**src/rtl/bit_stream_pkg.sv**
```systemverilog
//----------------------------------------------------------------------------
// Module : bit_stream_pkg
// Brief  : Shared types for the serial bit-stream stages.
// Rev    : 1.0 - initial release
//----------------------------------------------------------------------------
`default_nettype none

package bit_stream_pkg;

   typedef enum logic [0:0] {
      IDLE    = 1'b0,
      COLLECT = 1'b1
   } bs_state_t;

endpackage : bit_stream_pkg

`default_nettype wire

```
**src/rtl/bit_stream_deserializer.sv**
```systemverilog
//----------------------------------------------------------------------------
// Module : bit_stream_deserializer
// Brief  : Packs a valid-qualified serial bit stream into WIDTH-bit words,
//          with early word termination on data_last_i.
// Rev    : 1.0 - initial release
//----------------------------------------------------------------------------
`default_nettype none

module bit_stream_deserializer
   import bit_stream_pkg::*;
#(
   parameter int WIDTH     = 20,
   parameter bit MSB_FIRST = 1'b1
) (
   input  logic                     clk_i,
   input  logic                     srst_i,
   input  logic                     data_i,
   input  logic                     data_val_i,
   input  logic                     data_last_i,
   output logic [WIDTH-1:0]         data_o,
   output logic [$clog2(WIDTH):0]   data_mod_o,
   output logic                     data_val_o
);

   localparam int C_CW = $clog2(WIDTH);
   localparam int C_MW = C_CW + 1;

   bs_state_t        r_state;
   bs_state_t        w_state_next;
   logic [C_CW-1:0]  r_cnt;
   logic [WIDTH-1:0] r_asm;
   logic [WIDTH-1:0] r_data;
   logic [C_MW-1:0]  r_mod;
   logic             r_val;

   logic [C_CW-1:0]  w_pos;
   logic [WIDTH-1:0] w_asm_bit;
   logic             w_done;

   assign w_pos     = MSB_FIRST ? (C_CW'(WIDTH - 1) - r_cnt) : r_cnt;
   // The assembly register is cleared after every word, so OR-ing in the new
   // bit leaves every unfilled position at zero.
   assign w_asm_bit = r_asm | (WIDTH'(data_i) << w_pos);
   assign w_done    = data_val_i & (data_last_i | (r_cnt == C_CW'(WIDTH - 1)));

   always_ff @(posedge clk_i) begin
      if (srst_i) begin
         r_state <= IDLE;
      end else begin
         r_state <= w_state_next;
      end
   end

   always_comb begin
      w_state_next = r_state;
      if (data_val_i) begin
         w_state_next = w_done ? IDLE : COLLECT;
      end
   end

   always_ff @(posedge clk_i) begin
      if (srst_i) begin
         r_cnt  <= '0;
         r_asm  <= '0;
         r_data <= '0;
         r_mod  <= '0;
         r_val  <= 1'b0;
      end else begin
         r_val <= 1'b0;
         if (w_done) begin
            r_data <= w_asm_bit;
            r_mod  <= C_MW'(r_cnt) + C_MW'(1);
            r_val  <= 1'b1;
            r_cnt  <= '0;
            r_asm  <= '0;
         end else if (data_val_i) begin
            r_asm <= w_asm_bit;
            r_cnt <= r_cnt + C_CW'(1);
         end
      end
   end

   assign data_o     = r_data;
   assign data_mod_o = r_mod;
   assign data_val_o = r_val;

endmodule : bit_stream_deserializer

`default_nettype wire

```
**config.mk**
```make
export PLATFORM = sky130hd
export DESIGN_NAME = bit_stream_deserializer
export DESIGN_NICKNAME = d
export VERILOG_FILES = /design/src/rtl/bit_stream_pkg.sv /design/src/rtl/bit_stream_deserializer.sv
export SDC_FILE = /design/constraint.sdc
export NUM_CORES = 1
export LEC_CHECK = 0
export CAP_MARGIN = 20
export CORE_MARGIN = 2
export CORE_UTILIZATION = 32
export CTS_BUF_LIST = sky130_fd_sc_hd__clkbuf_4 sky130_fd_sc_hd__clkbuf_8
export DETAILED_ROUTE_END_ITERATION = 8
export HOLD_SLACK_MARGIN = 0.06
export PLACE_DENSITY = 0.62
export REMOVE_ABC_BUFFERS = 1
export SLEW_MARGIN = 10
export SYNTH_ARGS = -nofsm -noshare
export SYNTH_HDL_FRONTEND = slang
export SYNTH_SLANG_ARGS = --single-unit
export TNS_END_PERCENT = 100
```
**constraint.sdc**
```tcl
create_clock -name clk_i -period 2.9 [get_ports clk_i]
set_clock_uncertainty 0.2 [all_clocks]
set_input_delay 0.725 -clock clk_i [delete_from_list [all_inputs] [get_ports clk_i]]
set_output_delay 0.725 -clock clk_i [all_outputs]
set_load 0.05 [all_outputs]
```
==> flow_summary.toml <==
[synth]
yosysSeqAreaShare_pct = 41.2
ys_warn_count = 0
synth_edf_count = 0
async_reset_ff_share_pct = 0
syn_area_mm2 = 0.00253
synthCells = 265
ys_ff_latch = 52
ys_dominant_reg_cell = "dfxtp_1"
ys_types = 42
avgSynthCellArea_um2 = 9.54

[drt]
drt_iter0_drc = 99
routedWlPerCell_um = 14.8
drc_errors = 0
dr.pass1.iters = 4
ant_nets = 0
drt-total-wl_um = 5840
via_per_inst = 5.47
vias = 2154

[layout]
num_antenna_cells = 0
multi_input_area_mm2 = 0.00132
nets = 299
fillerInstances = 781
most-common-layout-cells = "nor2_1, dfxtp_1, clkdlybuf4s50_1"
area_growth_pct = 20.7
drive_above_1_share_pct = 18.5
regArea_mm2 = 0.00104
final_common_cell = "nor2_1"

[run_status]
status = "complete, no violations"

[worst_setup_path]
crit_type = "flip-flop to output pin"
path_cells = "clkdlybuf4s50_1"
worstSetupPathDepth = 1
reg2reg_depth = 6
setup.worst_path.end = "data_o[0]"
r2r_start = "r_cnt[3]$_SDFFE_PP0P_"
cp_slowest_cell = "clkdlybuf4s50_1"
r2r_setup_slack_ns = 0.51
path_buf_inv = 1
crit_fanout = 3
worstSetupStartpointType = "flip-flop"
startpoint = "data_o[0]$_SDFFE_PP0P_"
path_delay_family = "buffers and inverters"
r2r_end = "data_o[14]$_SDFFE_PP0P_"
end_kind = "output pin"
worstPathArrival_ns = 1.49
max_stage_delay_ns = 0.82
required_ns = 1.98

[clock_tree]
clock_path_buffers = 2
cts.repair.resized = 0
cts_setup_buffers = 0
numCtsBuffers = 5
cts.htree.levels = 2
cts_hold_buffers = 0
clkLatencyLatePin_ns = 0.31
path_clk_slew_ns = 0.09
cts_sinks = 52
tritoncts = "built"
cts_root_buffer = "clkbuf_8"

[pwr]
power_mw = 1.53
switching_power_mw = 0.410
netSwitchingFraction_pct = 26.8
internal-power_mw = 1.12
powerDensity_mw_per_mm2 = 501
clock_power_share_pct = 35.6
seqPwrFrac_pct = 49.3
combPwrFrac_pct = 15.2
leakage_nw = 1.01
vdd_drop_max_uv = 171

[global_routing]
grt_pass1_wl_um = 9710
grt_usage_pct = 13.8
grt.overflow.total = 0
grt_max_degree = 31
first_global_vias = 2068
antenna_found_initial = 0

[flow_run]
maxCapViolations = 0

[floorplanning]
dieWidth_um = 92.9
die_area_mm2 = 0.00863
die_height_um = 92.9
core_mm2 = 0.00769
io_pins = 32
num_rows = 32
start_util_pct = 32.9

[placement]
hpwl_um = 3870
io_buffers = 31
gp_congestion = 0.804

[timing]
finalSetupViolCount = 0
rsz0062_at_grt = "false"
timing.setup.tns_ns = 0
maxSlewViolCount = 0
final_hold_viol_count = 0
tightestPinTransition_ns = 0.736
slew-limit-headroom_pct = 50.9
period_needed_ns = 2.42
fmax_ghz = 0.414
finalCritPeriodShare_pct = 83.4

[worst_hold_path]
min_path_type = "flip-flop to flip-flop"
## synth_stat cells (2+ instances only)
cell type,n,area share [%]
a31oi_1,26,6.4
nand4_1,2,0.49
ha_1,3,1.5
buf_4,3,0.89
dfxtp_1,52,41
o21ai_0,3,0.59
nand2_1,5,0.74
nor2_1,63,9.4
nand3_1,4,0.79
a211oi_1,3,0.89
buf_1,2,0.30
inv_1,3,0.45
and4bb_2,2,0.99
xnor2_1,3,1.0
or3_1,2,0.49
buf_2,9,1.8
a21oi_1,7,1.4
nor2b_1,3,0.74
and4b_1,3,1.2
a41oi_1,16,5.5
a2111oi_2,20,12
clkbuf_1,8,1.2
buf_6,4,1.8
## worst reg2reg max path: stages (launching register included)
cell,delay (ns)
dfxtp_1,0.38
inv_1,0.10
ha_1,0.26
xnor2_4,0.61
buf_4,0.23
a31oi_1,0.11
a2111oi_2,0.39
## how the worst min path moves through the flow
stage	start	to	slack, ns	cells past startpoint
global route	r_asm[6]$_SDFFE_PP0P_	r_asm[6]$_SDFFE_PP0P_	0.31	2
CTS	r_asm[5]$_SDFFE_PP0P_	r_asm[5]$_SDFFE_PP0P_	0.28	2
global placement	r_asm[5]$_SDFFE_PP0P_	r_asm[5]$_SDFFE_PP0P_	0.25	2
detailed placement	r_asm[5]$_SDFFE_PP0P_	r_asm[5]$_SDFFE_PP0P_	0.26	2
finish	r_asm[5]$_SDFFE_PP0P_	r_asm[5]$_SDFFE_PP0P_	0.28	2
floorplan	r_asm[4]$_SDFFE_PP0P_	r_asm[4]$_SDFFE_PP0P_	0.24	2
## power groups by stage
stage / combinational, mW / sequential, mW / clock [mW]
detailed placement: 0.233 / 0.770 / 0
global placement: 0.229 / 0.770 / 0
floorplan: 0.0792 / 0.832 / 0
global route: 0.247 / 0.757 / 0.584
finish: 0.232 / 0.753 / 0.544
CTS: 0.234 / 0.754 / 0.561
## cells by family after synthesis
kind of cell,share of synthesized area [%]
and+or+nand+nor,18.4
DFF,41.2
AOI/OAI and AO/OA,29.1
buffers and inverters,7.12
adders and majority gates,1.48
xor gates and xnor gates,2.67
## sequential cells by signal, summed over array words and instances, names as in the netlist
name        cells
r_cnt           5
data_val_o      1
data_mod_o      6
data_o         20
r_asm          20
## area by class of cell
type	count	area share, %
sequential	52	34.1
clock buffer	7	3.16
tap	102	4.18
inverter	4	0.492
clock inverter	1	0.984
timing repair buffer	46	13.9
multi-input combinational	182	43.2
## per-stage QoR
stage               util [%]  area [um2]  setup WS (ns)  std cells  hold WS (ns)
floorplan                  -        2360          0.308        238         0.237
global placement        37.9        2910          0.311        386         0.248
detailed placement      37.9        2910          0.204        386         0.258
CTS                     39.6        3040          0.169        394         0.281
global route            39.7        3050          0.399        394         0.308
finish                  39.7        3050          0.482        394         0.276
## metal layers
metal / GRT usage (%) / vias to the layer above / share of wire (%)
li1: - / 1048 / -
met4: 4.78 / 0 / 1.3
met3: 2.20 / 7 / 4.1
met5: 0 / - / 0
met2: 22.0 / 55 / 48
met1: 19.0 / 1044 / 47
Note: power is estimated with default switching activity, not from simulation.
==> RTL change 1, RTL diff (same flow settings) <==
`MSB_FIRST`: 1'b1 -> 1'b0.
--- a/src/rtl/bit_stream_deserializer.sv
+++ b/src/rtl/bit_stream_deserializer.sv
@@ -10,7 +10,7 @@
    import bit_stream_pkg::*;
 #(
    parameter int WIDTH     = 20,
-   parameter bit MSB_FIRST = 1'b1
+   parameter bit MSB_FIRST = 1'b0
 ) (
    input  logic                     clk_i,
    input  logic                     srst_i,
Check against the original RTL: not equivalent (a bounded check fails within 4 cycles, from zero or initial values and one cycle with srst_i high).
==> RTL change 1 against the unedited design <==
  * Sequential cell count stayed put
  * Fmax increased by 0.34%
  * Sequential power fell by 0.7%
  * Design area shrank 1.8%
  * Sequential share of layout area up 0.61 points
  * Area after synthesis fell by 0.54%
  * Highest routed layer unchanged
  * Critical path depth stayed put
  * Wire length increased by 3.1%
  * Total power fell by 3.2%
  * Worst hold slack lost 0.014 ns
  * First-iteration DRC count increased by 85%
  * Setup slack better by 0.0081 ns
  * Largest cell class unchanged
==> RTL change 1: results <==
set metrics [dict create \
    status "completed" \
    wl_met2_um 2750 \
    via_count 2168 \
    grt_use_met2_pct 24.0 \
    wl_met1_um 2970 \
    min_path_cells 2 \
    combPwrFrac_pct 16.0 \
    grt_usage_pct 15.0 \
    antenna_found_initial 0 \
    worst_pin_slew_ns 0.805 \
    place_hpwl_um 4040 \
    wl_met3_um 274 \
    leakage_nw 1.06 \
    timing.final.ws_setup_ns 0.490 \
    drive_gt1_share_pct 19.3 \
    dp_slack_ns 0.433 \
    grt_pass1_wl_um 10500 \
    grt_pass1_vias 2102 \
    p_int_mw 1.09 \
    fin_nets 306 \
    peakVddDrop_v 0.000253 \
    synth_common_cells "53 x a21oi_1, 52 x dfxtp_1, 21 x nor3_1, 21 x or2_2, 17 x o311ai_1" \
    drt_iter0_drc 183 \
    fill_cells 802 \
    grt_use_met3_pct 3.01 \
    synth_cell_types 47 \
    r2r_setup_slack_ns 0.82 \
    grt_max_degree 29 \
    seqPwrFrac_pct 50.5 \
    drt_first_pass_iters 4 \
    worst_r2r_path_depth 4 \
    seq_area_frac_synth_pct 41.4 \
    ys_top_cells_by_area "dfxtp_1 41%, a21oi_1 11%, o311ai_1 5.9%" \
]
RTL change 1: cells by family (layout without fill, tap and decap cells):
logic type,after synthesis,count (layout),share of synthesized area (%)
AO/OA/AOI/OAI,94,94,23.7
AND/OR/NAND/NOR,87,87,23.3
multiplexers,3,3,1.24
adder cells (fa/ha/maj),1,1,0.497
buffers and inverters,34,60,8.46
flip-flops,52,52,41.4
XOR/XNOR,4,4,1.39
RTL change 1: through the flow:
stage          hold WS, ns  power, mW  setup TNS (ns)  cell area (um2)  instances
4_1_cts              0.266       1.50               0             3000        403
3_3_place_gp         0.246       1.00               0             2890        395
3_5_place_dp         0.254       1.00               0             2890        395
5_1_grt              0.282       1.55               0             3000        403
2_1_floorplan        0.282      0.902          -13.77             2310        244
6_report             0.262       1.48               0             3000        403
RTL change 1: cell type report:
type | instances | area [um2] | share of cell area (%)
Sequential cell | 52 | 1040 | 34.7
Inverter | 3 | 11.3 | 0.376
Timing Repair Buffer | 49 | 445 | 14.9
Clock inverter | 2 | 35.0 | 1.17
Clock buffer | 6 | 76.3 | 2.55
Tap cell | 102 | 128 | 4.26
Multi-Input combinational cell | 189 | 1260 | 42.1
RTL change 1: worst paths after layout:
| kind | from | end |
|---|---|---|
| setup reg to reg | r_cnt[4]$_SDFFE_PP0P_ | data_mod_o[5]$_SDFFE_PP0P_ |
| hold / removal | data_mod_o[1]$_SDFFE_PP0P_ | data_mod_o[1]$_SDFFE_PP0P_ |
| setup / recovery | data_mod_o[3]$_SDFFE_PP0P_ | data_mod_o[3] |
| hold reg to reg | data_mod_o[1]$_SDFFE_PP0P_ | data_mod_o[1]$_SDFFE_PP0P_ |
RTL change 1: worst reg2reg max path, cell delays in order (launching register included):
cell	delay, ns
dfxtp_1	0.79
nor4bb_4	0.33
buf_4	0.34
o21ai_0	0.18
mux2i_1	0.14
==> RTL change 2, RTL diff (same settings) <==
Made on the original files. Reset style: asynchronous (`srst_i`), changed in 2 clocked blocks.
--- a/src/rtl/bit_stream_deserializer.sv
+++ b/src/rtl/bit_stream_deserializer.sv
@@ -43,7 +43,7 @@
    assign w_asm_bit = r_asm | (WIDTH'(data_i) << w_pos);
    assign w_done    = data_val_i & (data_last_i | (r_cnt == C_CW'(WIDTH - 1)));
 
-   always_ff @(posedge clk_i) begin
+   always_ff @(posedge clk_i or posedge srst_i) begin
       if (srst_i) begin
          r_state <= IDLE;
       end else begin
@@ -58,7 +58,7 @@
       end
    end
 
-   always_ff @(posedge clk_i) begin
+   always_ff @(posedge clk_i or posedge srst_i) begin
       if (srst_i) begin
          r_cnt  <= '0;
          r_asm  <= '0;
Formal check against the unedited RTL: differs if srst_i is asserted again (counterexample within 4 cycles, from zero or initial values and one cycle with srst_i high); with srst_i held inactive, the same outputs for 10 cycles.
==> RTL change 2 against the unedited design <==
  * Design area down 5.0%
  * Die area down 5.1%
  * Setup slack better by 0.0012 ns
  * Sequential cell count unchanged
  * Wire length down 5.0%
  * Area after synthesis down 5.3%
  * Non-clock buffer count down 3
  * Critical path depth unchanged
  * Count of clock-buffer cells in the layout down 1
  * Utilization up 0.29 points
  * Via count down 11%
  * Highest routed layer unchanged
Power is not compared: it rests on default switching activity, and its combinational part moved more than twofold at a synthesized area within 25%.
==> RTL change 2: results <==
set metrics [dict create \
    wl_met1_um 2610 \
    grt_usage_pct 13.6 \
    synth_cell_types 33 \
    peakVddDrop_v 0.000339 \
    routedWlPerCell_um 15.4 \
    drt_first_pass_iters 4 \
    cp_slowest_stage_delay_ns 0.82 \
    synth_common_cells "52 x dfrtp_1, 45 x a21oi_1, 35 x a31oi_1, 20 x nor2_1, 13 x clkbuf_1" \
    wl_met3_um 212 \
    cts_root_buf "clkbuf_8" \
    worstHoldPathType "flip-flop to flip-flop" \
    status "completed" \
    cts_resized 0 \
    io_buffers 31 \
    grt_pass1_wl_um 9190 \
    htreeDepth 2 \
    wl_met2_um 2630 \
    crit_family "buffers and inverters" \
    routed.top_layer "met4" \
    crit_path_top_delay_cell "clkdlybuf4s50_1" \
    gp_congestion 0.782 \
    cts_buffer_depth 2 \
    clk_latency_ns 0.29 \
    via_count 1921 \
    dp_slack_ns 0.448 \
    cp_max_fo 2 \
    grt_max_degree 32 \
    relSlewSlack_pct 54.1 \
    ys_top_cells_by_area "dfrtp_1 54%, a21oi_1 9.4%, a31oi_1 9.1%" \
    diodes 0 \
    critPathArrivalTime_ns 1.49 \
    clk_pin_slew_worst_paths_ns 0.09 \
    fin_nets 270 \
    leakage_nw 1.23 \
    seq_area_frac_synth_pct 54.4 \
    drt_iter0_drc 155 \
    synth_flop_cell "dfrtp_1" \
    post_cts_buffers 0 \
    drive_gt1_share_pct 9.54 \
    antenna_found_initial 0 \
    async_flop_share_pct 100 \
    cts_buffers 5 \
    place_hpwl_um 3560 \
    ys_warn_count 0 \
]
-- RTL change 2: changes by cell type in the layout (fill, tap and decap cells not counted), moves of 2 or more --
cell	before	now
a2111oi_2	20	0
a211oi_1	3	0
a21oi_1	7	45
a31oi_1	26	35
a41oi_1	16	8
and3_1	0	2
buf_12	0	2
buf_4	15	10
clkbuf_8	7	5
dfrtp_1	0	52
dfxtp_1	52	0
inv_1	3	8
nor2_1	63	20
or3_1	2	0
-- RTL change 2: where the power goes --
part           switching (mW)  internal, mW  total [mW]  leakage [nW]
logic                   0.685         0.322        1.01         0.521
registers              0.0698         0.821       0.891         0.669
clock network           0.223         0.174       0.397        0.0445
-- RTL change 2: stage by stage --
step	util [%]	instance area [um2]	std cells	hold slack [ns]
after global placement	38.8	2810	353	0.276
after CTS	39.9	2890	360	0.305
after floorplan	-	2260	212	0.263
after global routing	40.0	2900	361	0.325
after detailed placement	38.8	2810	353	0.285
final	40.0	2900	361	0.300
-- RTL change 2: logic make-up (layout without fill, tap and decap cells) --
family                   count (synthesis)  count (layout)  share of synthesized area [%]
AO/OA/AOI/OAI                           93              93                           22.9
multiplexers                             3               3                           1.52
AND/OR/NAND/NOR                         47              47                           10.9
buffers and inverters                   31              59                           6.90
flip-flops                              52              52                           54.4
adder cells (fa/ha/maj)                  3               3                           1.57
XOR/XNOR                                 5               5                           1.83
-- RTL change 2: routing by layer --
metal | vias to the layer above | GRT usage, %
met5 | - | 0
met1 | 958 | 18.7
met2 | 42 | 22.0
li1 | 914 | -
met3 | 7 | 2.17
met4 | 0 | 4.23
-- RTL change 2: layout make-up --
cell class	instances	area (um2)
Multi-Input combinational cell	151	935
Timing Repair Buffer	43	425
Inverter	9	33.8
Sequential cell	52	1300
Clock inverter	1	5.00
Clock buffer	6	76.3
Tap cell	99	124
Fill cell	746	4350
-- RTL change 2: worst paths after layout --
kind,cells after the start,slack (ns),to,from
hold reg to reg,2,0.30,r_asm[11]$_DFFE_PP0P_,r_asm[11]$_DFFE_PP0P_
setup reg to reg,5,0.85,data_o[17]$_DFFE_PP0P_,r_cnt[3]$_DFFE_PP0P_
max in group asynchronous,3,1.36,r_cnt[3]$_DFFE_PP0P_,srst_i
setup / recovery,1,0.48,data_o[15],data_o[15]$_DFFE_PP0P_
min in group asynchronous,2,0.58,data_o[0]$_DFFE_PP0P_,srst_i
hold / removal,2,0.30,r_asm[11]$_DFFE_PP0P_,r_asm[11]$_DFFE_PP0P_
